`config.mk`:
```
export PLATFORM = sky130hd
export DESIGN_NAME = img_conv_sched_flat
export DESIGN_NICKNAME = d
export VERILOG_FILES = /design/src/rtl/img_coproc_pkg.sv /design/src/rtl/img_conv_sched_if.sv /design/src/rtl/img_issue_cnt.sv /design/src/rtl/img_conv_sched.sv /design/src/flat_wrapper.sv
export SDC_FILE = /design/constraint.sdc
export NUM_CORES = 1
export LEC_CHECK = 0
export BUFFER_PORTS_ARGS = -buffer_cell sky130_fd_sc_hd__clkbuf_2
export CAP_MARGIN = 20
export CELL_PAD_IN_SITES_DETAIL_PLACEMENT = 1
export CELL_PAD_IN_SITES_GLOBAL_PLACEMENT = 1
export CORE_ASPECT_RATIO = 0.7
export CORE_MARGIN = 3
export CORE_UTILIZATION = 45
export CTS_CLUSTER_SIZE = 10
export DETAILED_ROUTE_END_ITERATION = 10
export PLACE_DENSITY = 0.81
export SLEW_MARGIN = 20
export SYNTH_ARGS = -nofsm -noshare
export SYNTH_HDL_FRONTEND = slang
export SYNTH_SLANG_ARGS = --single-unit
```
`constraint.sdc`:
```
create_clock -name clk -period 4.8 [get_ports clk]
set_input_delay 0.72 -clock clk [delete_from_list [all_inputs] [get_ports clk]]
set_output_delay 0.72 -clock clk [all_outputs]
set_load 0.1 [all_outputs]
```
`src/rtl/img_coproc_pkg.sv`:
```
// img_coproc_pkg: shared types, default geometry and counter sizing for the image coprocessor
package img_coproc_pkg;
   localparam int FILTER_W = 3;
   localparam int PIX_W = 12;
   localparam int IMG_W = 256;
   localparam int IMG_H = 384;
   localparam int ROW_GAP = 2;
   localparam int TIMEOUT = 64;
   typedef enum logic [2:0] {IDLE, START, RUN, DRAIN, DONE, ABORT} sched_state_t;
   function automatic int cnt_w(input int limit);
      return (limit > 1) ? $clog2(limit) : 1;
   endfunction
endpackage

```
`src/rtl/img_conv_sched_if.sv`:
```
// img_conv_sched_if: CPU command, convolution and DMA signals of the frame scheduler
interface img_conv_sched_if #(parameter int PIX_W = img_coproc_pkg::PIX_W);
   import img_coproc_pkg::*;
   logic cmd_valid, cmd_ready, cmd_abort, irq_clr, busy, done, irq, err;
   logic dma_start, conv_en, conv_valid, dma_we;
   logic [FILTER_W-1:0] cmd_filter, filter_sel;
   logic [PIX_W-1:0] conv_data, dma_wdata;
   modport slave (
      input cmd_valid, cmd_filter, cmd_abort, irq_clr, conv_valid, conv_data,
      output cmd_ready, busy, done, irq, err, filter_sel, dma_start, conv_en, dma_we, dma_wdata
   );
   modport master (
      output cmd_valid, cmd_filter, cmd_abort, irq_clr, conv_valid, conv_data,
      input cmd_ready, busy, done, irq, err, filter_sel, dma_start, conv_en, dma_we, dma_wdata
   );
endinterface

```
`src/rtl/img_issue_cnt.sv`:
```
// img_issue_cnt: column/row/gap pacing of pixel issue; counters idle at zero whenever run is low
module img_issue_cnt #(
   parameter int IMG_W = img_coproc_pkg::IMG_W,
   parameter int IMG_H = img_coproc_pkg::IMG_H,
   parameter int ROW_GAP = img_coproc_pkg::ROW_GAP
) (
   input  logic clk,
   input  logic rst_n,
   input  logic run,
   output logic issue_en,
   output logic last_issue
);
   import img_coproc_pkg::*;
   localparam int CW = cnt_w(IMG_W);
   localparam int RW = cnt_w(IMG_H);
   localparam int GW = cnt_w(ROW_GAP + 1);
   logic [CW-1:0] col;
   logic [RW-1:0] row;
   logic [GW-1:0] gap;
   logic col_end, row_end;
   always_comb begin
      col_end = col == CW'(IMG_W - 1);
      row_end = row == RW'(IMG_H - 1);
      issue_en = run && gap == '0;
      last_issue = issue_en && col_end && row_end;
   end
   always_ff @(posedge clk) begin
      if (!rst_n || !run) begin
         col <= '0;
         row <= '0;
         gap <= '0;
      end else if (gap != '0) begin
         gap <= gap - GW'(1);
      end else if (col_end) begin
         col <= '0;
         row <= row_end ? row : row + RW'(1);
         gap <= row_end ? '0 : GW'(ROW_GAP);
      end else begin
         col <= col + CW'(1);
      end
   end
endmodule

```
`src/rtl/img_conv_sched.sv`:
```
// img_conv_sched: frame scheduler sequencing DMA start, pixel issue, result forwarding and completion/watchdog
module img_conv_sched #(
   parameter int IMG_W = img_coproc_pkg::IMG_W,
   parameter int IMG_H = img_coproc_pkg::IMG_H,
   parameter int ROW_GAP = img_coproc_pkg::ROW_GAP,
   parameter int TIMEOUT = img_coproc_pkg::TIMEOUT
) (
   input logic clk,
   input logic rst_n,
   img_conv_sched_if.slave bus
);
   import img_coproc_pkg::*;
   localparam int TOTAL = IMG_W * IMG_H;
   localparam int RCW = $clog2(TOTAL + 1);
   localparam int WDW = $clog2(TIMEOUT + 1);
   sched_state_t state, nxt;
   logic [RCW-1:0] res_cnt;
   logic [WDW-1:0] wd;
   logic issue_en, last_issue, in_rd, res_full, accept, timeout;
   img_issue_cnt #(.IMG_W(IMG_W), .IMG_H(IMG_H), .ROW_GAP(ROW_GAP)) u_issue (
      .clk(clk),
      .rst_n(rst_n),
      .run(state == RUN),
      .issue_en(issue_en),
      .last_issue(last_issue)
   );
   always_comb begin
      in_rd = state == RUN || state == DRAIN;
      res_full = res_cnt == RCW'(TOTAL);
      // an abort in the same cycle as a result discards that result
      accept = in_rd && bus.conv_valid && !res_full && !bus.cmd_abort;
      timeout = state == DRAIN && !bus.conv_valid && !res_full && wd == WDW'(TIMEOUT - 1);
      nxt = state;
      case (state)
         IDLE:    nxt = bus.cmd_valid ? START : IDLE;
         START:   nxt = bus.cmd_abort ? ABORT : RUN;
         RUN:     nxt = bus.cmd_abort ? ABORT : last_issue ? DRAIN : RUN;
         DRAIN:   nxt = (bus.cmd_abort || timeout) ? ABORT : res_full ? DONE : DRAIN;
         default: nxt = IDLE;
      endcase
      bus.cmd_ready = state == IDLE;
      bus.busy = state != IDLE;
      bus.done = state == DONE;
      bus.dma_start = state == START;
      bus.conv_en = issue_en;
   end
   always_ff @(posedge clk) begin
      if (!rst_n) begin
         state <= IDLE;
         res_cnt <= '0;
         wd <= '0;
         bus.irq <= 1'b0;
         bus.err <= 1'b0;
         bus.filter_sel <= '0;
         bus.dma_we <= 1'b0;
         bus.dma_wdata <= '0;
      end else begin
         state <= nxt;
         res_cnt <= in_rd ? res_cnt + RCW'(accept) : '0;
         wd <= (state != DRAIN || bus.conv_valid || res_full) ? '0 : wd + WDW'(1);
         bus.irq <= state == DONE || timeout || (bus.irq && !bus.irq_clr);
         bus.err <= timeout || (bus.err && !bus.irq_clr);
         if (state == IDLE && bus.cmd_valid) bus.filter_sel <= bus.cmd_filter;
         bus.dma_we <= accept;
         bus.dma_wdata <= bus.conv_data;
      end
   end
endmodule
```
`src/flat_wrapper.sv`:
```
// flat-port wrapper written by rule: the top's interface ports become plain ports
module img_conv_sched_flat import img_coproc_pkg::*;
#(
   parameter int IMG_W = img_coproc_pkg::IMG_W,
   parameter int IMG_H = img_coproc_pkg::IMG_H,
   parameter int ROW_GAP = img_coproc_pkg::ROW_GAP,
   parameter int TIMEOUT = img_coproc_pkg::TIMEOUT
)
  (clk, rst_n, bus_cmd_valid, bus_cmd_filter, bus_cmd_abort, bus_irq_clr, bus_conv_valid, bus_conv_data, bus_cmd_ready, bus_busy, bus_done, bus_irq, bus_err, bus_filter_sel, bus_dma_start, bus_conv_en, bus_dma_we, bus_dma_wdata);
  img_conv_sched_if bus_i ();
  input logic clk;
  input logic rst_n;
  input wire logic [$bits(bus_i.cmd_valid)-1:0] bus_cmd_valid;
  input wire logic [$bits(bus_i.cmd_filter)-1:0] bus_cmd_filter;
  input wire logic [$bits(bus_i.cmd_abort)-1:0] bus_cmd_abort;
  input wire logic [$bits(bus_i.irq_clr)-1:0] bus_irq_clr;
  input wire logic [$bits(bus_i.conv_valid)-1:0] bus_conv_valid;
  input wire logic [$bits(bus_i.conv_data)-1:0] bus_conv_data;
  output wire logic [$bits(bus_i.cmd_ready)-1:0] bus_cmd_ready;
  output wire logic [$bits(bus_i.busy)-1:0] bus_busy;
  output wire logic [$bits(bus_i.done)-1:0] bus_done;
  output wire logic [$bits(bus_i.irq)-1:0] bus_irq;
  output wire logic [$bits(bus_i.err)-1:0] bus_err;
  output wire logic [$bits(bus_i.filter_sel)-1:0] bus_filter_sel;
  output wire logic [$bits(bus_i.dma_start)-1:0] bus_dma_start;
  output wire logic [$bits(bus_i.conv_en)-1:0] bus_conv_en;
  output wire logic [$bits(bus_i.dma_we)-1:0] bus_dma_we;
  output wire logic [$bits(bus_i.dma_wdata)-1:0] bus_dma_wdata;
  assign bus_i.cmd_valid = bus_cmd_valid;
  assign bus_i.cmd_filter = bus_cmd_filter;
  assign bus_i.cmd_abort = bus_cmd_abort;
  assign bus_i.irq_clr = bus_irq_clr;
  assign bus_i.conv_valid = bus_conv_valid;
  assign bus_i.conv_data = bus_conv_data;
  assign bus_cmd_ready = bus_i.cmd_ready;
  assign bus_busy = bus_i.busy;
  assign bus_done = bus_i.done;
  assign bus_irq = bus_i.irq;
  assign bus_err = bus_i.err;
  assign bus_filter_sel = bus_i.filter_sel;
  assign bus_dma_start = bus_i.dma_start;
  assign bus_conv_en = bus_i.conv_en;
  assign bus_dma_we = bus_i.dma_we;
  assign bus_dma_wdata = bus_i.dma_wdata;
  img_conv_sched #(.IMG_W(IMG_W), .IMG_H(IMG_H), .ROW_GAP(ROW_GAP), .TIMEOUT(TIMEOUT)) u_core (.clk(clk), .rst_n(rst_n), .bus(bus_i));
endmodule
```
==> results.sh <==
export IMPL_max_freq_ghz=0.3826
export IMPL_pin_count=44
export IMPL_rsz0062_at_grt="false"
export IMPL_remaining_drc_errors=0
export IMPL_grt_max_degree=21
export IMPL_cts_reportedPaths_clkPinSlew_ns=0.07
export IMPL_vdd_drop_max_uv=187.1
export IMPL_async_reset_ff_frac=0
export IMPL_core_mm2=0.005505
export IMPL_critPathBufInv=0
export IMPL_worst_pin_slew_ns=0.8904
export IMPL_syn_num_nets=327
export IMPL_criticalPathCategory="reg2reg"
export IMPL_status="complete, no violations"
export IMPL_synth_edf_count=0
export IMPL_start_kind="flip-flop"
export IMPL_cts_htree_levels=3
export IMPL_dr_pass1_iters=4
export IMPL_setup_violations=0
export IMPL_grt_overflow_total=0
export IMPL_synth_commonest_cells="64 x dfxtp_1, 38 x nor2_1, 20 x nand2_1, 17 x and2_1, 16 x nand3_1"
export IMPL_postSynthCellCount=301
export IMPL_port_buffers=43
export IMPL_cts_tree="yes"
export IMPL_min_to="u_core.wd[0]$_SDFF_PP0_"
export IMPL_synth_top_area_frac=0.4763
export IMPL_grt_pass1_vias=2336
export IMPL_numCtsBuffers=9
export IMPL_synth_area_mm2=0.002690
export IMPL_met3_length_um=353
export IMPL_postCtsResizedCells=0
export IMPL_cts_path_max_buffers=2
export IMPL_crit_required_ns=5.06
export IMPL_ys_flop_type="dfxtp_1"
export IMPL_routed_wl_um=6827
export IMPL_yosys_top_cells_area="dfxtp_1 48%, nor2_1 5.3%, and2_1 4.0%"
export IMPL_ant_nets=0
export IMPL_ys_seq_elements=64
export IMPL_regArea_mm2=0.001281
export IMPL_dp_hpwl_um=4960
export IMPL_wl_met1_um=3414
export IMPL_vias=2374
export IMPL_slew_violations=0
export IMPL_synth_most_common_cell="dfxtp_1"
export IMPL_cpLargestDelayFamily="simple AND/OR/NAND/NOR gates"
export IMPL_regToRegSetupSlack_ns=2.19
export IMPL_synth_area_leader_cell="dfxtp_1"
export IMPL_rows=22
export IMPL_top_layer="met4"
export IMPL_timing_rr_end="u_core.res_cnt[15]$_SDFF_PN0_"
export IMPL_fp_dieArea_mm2=0.006957
export IMPL_cap_violations=0
export IMPL_min_path_type="reg2reg"
export IMPL_drive_above_1_share=0.1834
export IMPL_holdPathStages=1
export IMPL_crit_fanout=8
export IMPL_ys_types=43
export IMPL_r2r_start="u_core.res_cnt[7]$_SDFF_PN0_"
export IMPL_finalWorstSetupSlack_ns=2.187
export IMPL_yosys_warnings=0
export IMPL_min_from="u_core.wd[0]$_SDFF_PP0_"
export IMPL_root_buffer="clkbuf_8"
export IMPL_syn2layout_area_growth_pct=17.44
export IMPL_worstPathCellList="nor4b_1 > nand4_1 > nor2_1 > nor3_1 > ha_1 > nand4_1 > nor2_1 > or4b_2 > a21oi_1"
export IMPL_die_x_um=98.41
export IMPL_fin_setup_tns_ns=0
export IMPL_start_util=0.4886
export IMPL_synth_area_per_cell_um2=8.937
export IMPL_hold_buffers=0
export IMPL_multi_input_area_mm2=0.001338
export IMPL_nNetsFinal=371
export IMPL_min_period_ns=2.613
export IMPL_die_y_um=70.69
export IMPL_pwr_density_cell_mw_per_mm2=362.8
export IMPL_post_cts_buffers=0
export IMPL_whs_ns=0.4498
export IMPL_place_gp_congestion=0.8107
export IMPL_clock_skew_ns=0.005324
export IMPL_hold_viol=0
export IMPL_slew_headroom=0.4051
export IMPL_cp_slowest_cell="or4b_2"
export IMPL_cts_sinks=64
export IMPL_via_per_inst=5.639
export IMPL_wl_met2_um=3000
export IMPL_yosysSeqAreaShare=0.4763
export IMPL_reg2regPathDepth=9
export IMPL_nFillCells=685
export IMPL_antenna_found_initial=0
export IMPL_period_share=0.5445
export IMPL_slowest_delay_ns=0.59
export IMPL_post_drt_wl_per_cell_um=16.22
export IMPL_grt_pass1_wl_um=11330
export IMPL_clock_latency_ns=0.33
export IMPL_crit_path_end_kind="flip-flop"
export IMPL_first_iter_violations=80
export IMPL_track_usage=0.2035
export IMPL_p_leak_nw=1.160
export IMPL_cp_arrival_ns=2.87
export IMPL_pre_cts_slack_ns=2.100
export IMPL_diodes=0
export IMPL_fin_util=0.5739
export IMPL_total_power_mw=1.146
## sequential cells by signal, summed over array words and instances, names as in the netlist
name and count:
u_core.u_issue.gap 2, u_core.bus.dma_wdata 12, u_core.bus.err 1, u_core.wd 7, u_core.u_issue.row 9, u_core.state 3
u_core.bus.filter_sel 3, u_core.res_cnt 17, u_core.bus.dma_we 1, u_core.bus.irq 1, u_core.u_issue.col 8
## cell type report
type,count,area share
well taps,72,0.02851
flip-flops and latches,64,0.4055
multi-input cells,219,0.4234
clock buffers,12,0.05228
clock inverters,3,0.01267
inverters,8,0.009505
repair buffers,43,0.06812
## power breakdown
| part | switching [mW] | total [mW] | leakage [nW] | internal [mW] |
|---|---|---|---|---|
| combinational | 0.104 | 0.127 | 0.532 | 0.0231 |
| sequential | 0.00551 | 0.545 | 0.520 | 0.540 |
| clock | 0.196 | 0.474 | 0.108 | 0.278 |
| total | 0.305 | 1.15 | 1.16 | 0.841 |
## through the flow
step / std cells / cell area, um2
6_report: 421 / 3159
4_1_cts: 421 / 3159
3_5_place_dp: 406 / 2954
2_1_floorplan: 301 / 2690
5_1_grt: 421 / 3159
3_3_place_gp: 406 / 2954
## per-layer routing
layer / GRT usage / up-vias
met1: 0.2678 / 1152
li1: - / 1159
met5: 0 / -
met4: 0.06667 / 0
met2: 0.3228 / 58
met3: 0.06010 / 5
## placed cells by master, fill, tap and decap left out, types with 2 or more instances in the layout
cell	synthesis	final
nor2_1	38	38
and3_1	5	5
o41ai_1	4	4
xnor2_1	11	11
o2111ai_1	2	2
a21oi_1	14	14
inv_1	8	8
o311ai_0	3	3
or4_1	4	4
and2_1	17	17
nor4_1	3	3
o31ai_1	4	4
nand3_1	16	16
a31oi_1	2	2
nand2_1	20	20
nand2b_1	4	4
nor3b_1	3	3
dfxtp_1	64	64
ha_1	5	5
nor2b_1	2	2
o21ai_0	8	8
mux2i_1	3	3
xor2_1	10	10
clkinv_2	0	2
clkbuf_8	0	12
nand4_1	8	8
nor3_1	12	12
or3_1	6	6
or4b_2	2	2
clkbuf_2	2	43
## kinds of logic (layout without fill, tap and decap cells)
| family | count (synthesis) | after routing | synth area share |
|---|---|---|---|
| buffers and inverters | 18 | 66 | 0.02651 |
| adders and majority gates | 5 | 5 | 0.02326 |
| xor gates and xnor gates | 21 | 21 | 0.06837 |
| DFF | 64 | 64 | 0.4763 |
| muxes | 3 | 3 | 0.01116 |
| AOI/OAI and AO/OA | 43 | 43 | 0.1074 |
| and+or+nand+nor | 147 | 147 | 0.2870 |
## how the worst max path moves through the flow
stage	from	end	slack [ns]	cells after the start
global placement	bus_cmd_abort	u_core.res_cnt[16]$_SDFF_PN0_	2.21	9
finish	u_core.res_cnt[7]$_SDFF_PN0_	u_core.res_cnt[15]$_SDFF_PN0_	2.19	9
global route	u_core.res_cnt[4]$_SDFF_PN0_	u_core.res_cnt[8]$_SDFF_PN0_	1.96	10
CTS	u_core.res_cnt[7]$_SDFF_PN0_	u_core.res_cnt[15]$_SDFF_PN0_	2.16	9
floorplan	u_core.u_issue.gap[1]$_SDFFE_PP0P_	bus_conv_en	1.34	3
detailed placement	bus_cmd_abort	u_core.res_cnt[15]$_SDFF_PN0_	2.10	8
(Power assumes the default switching activity.)
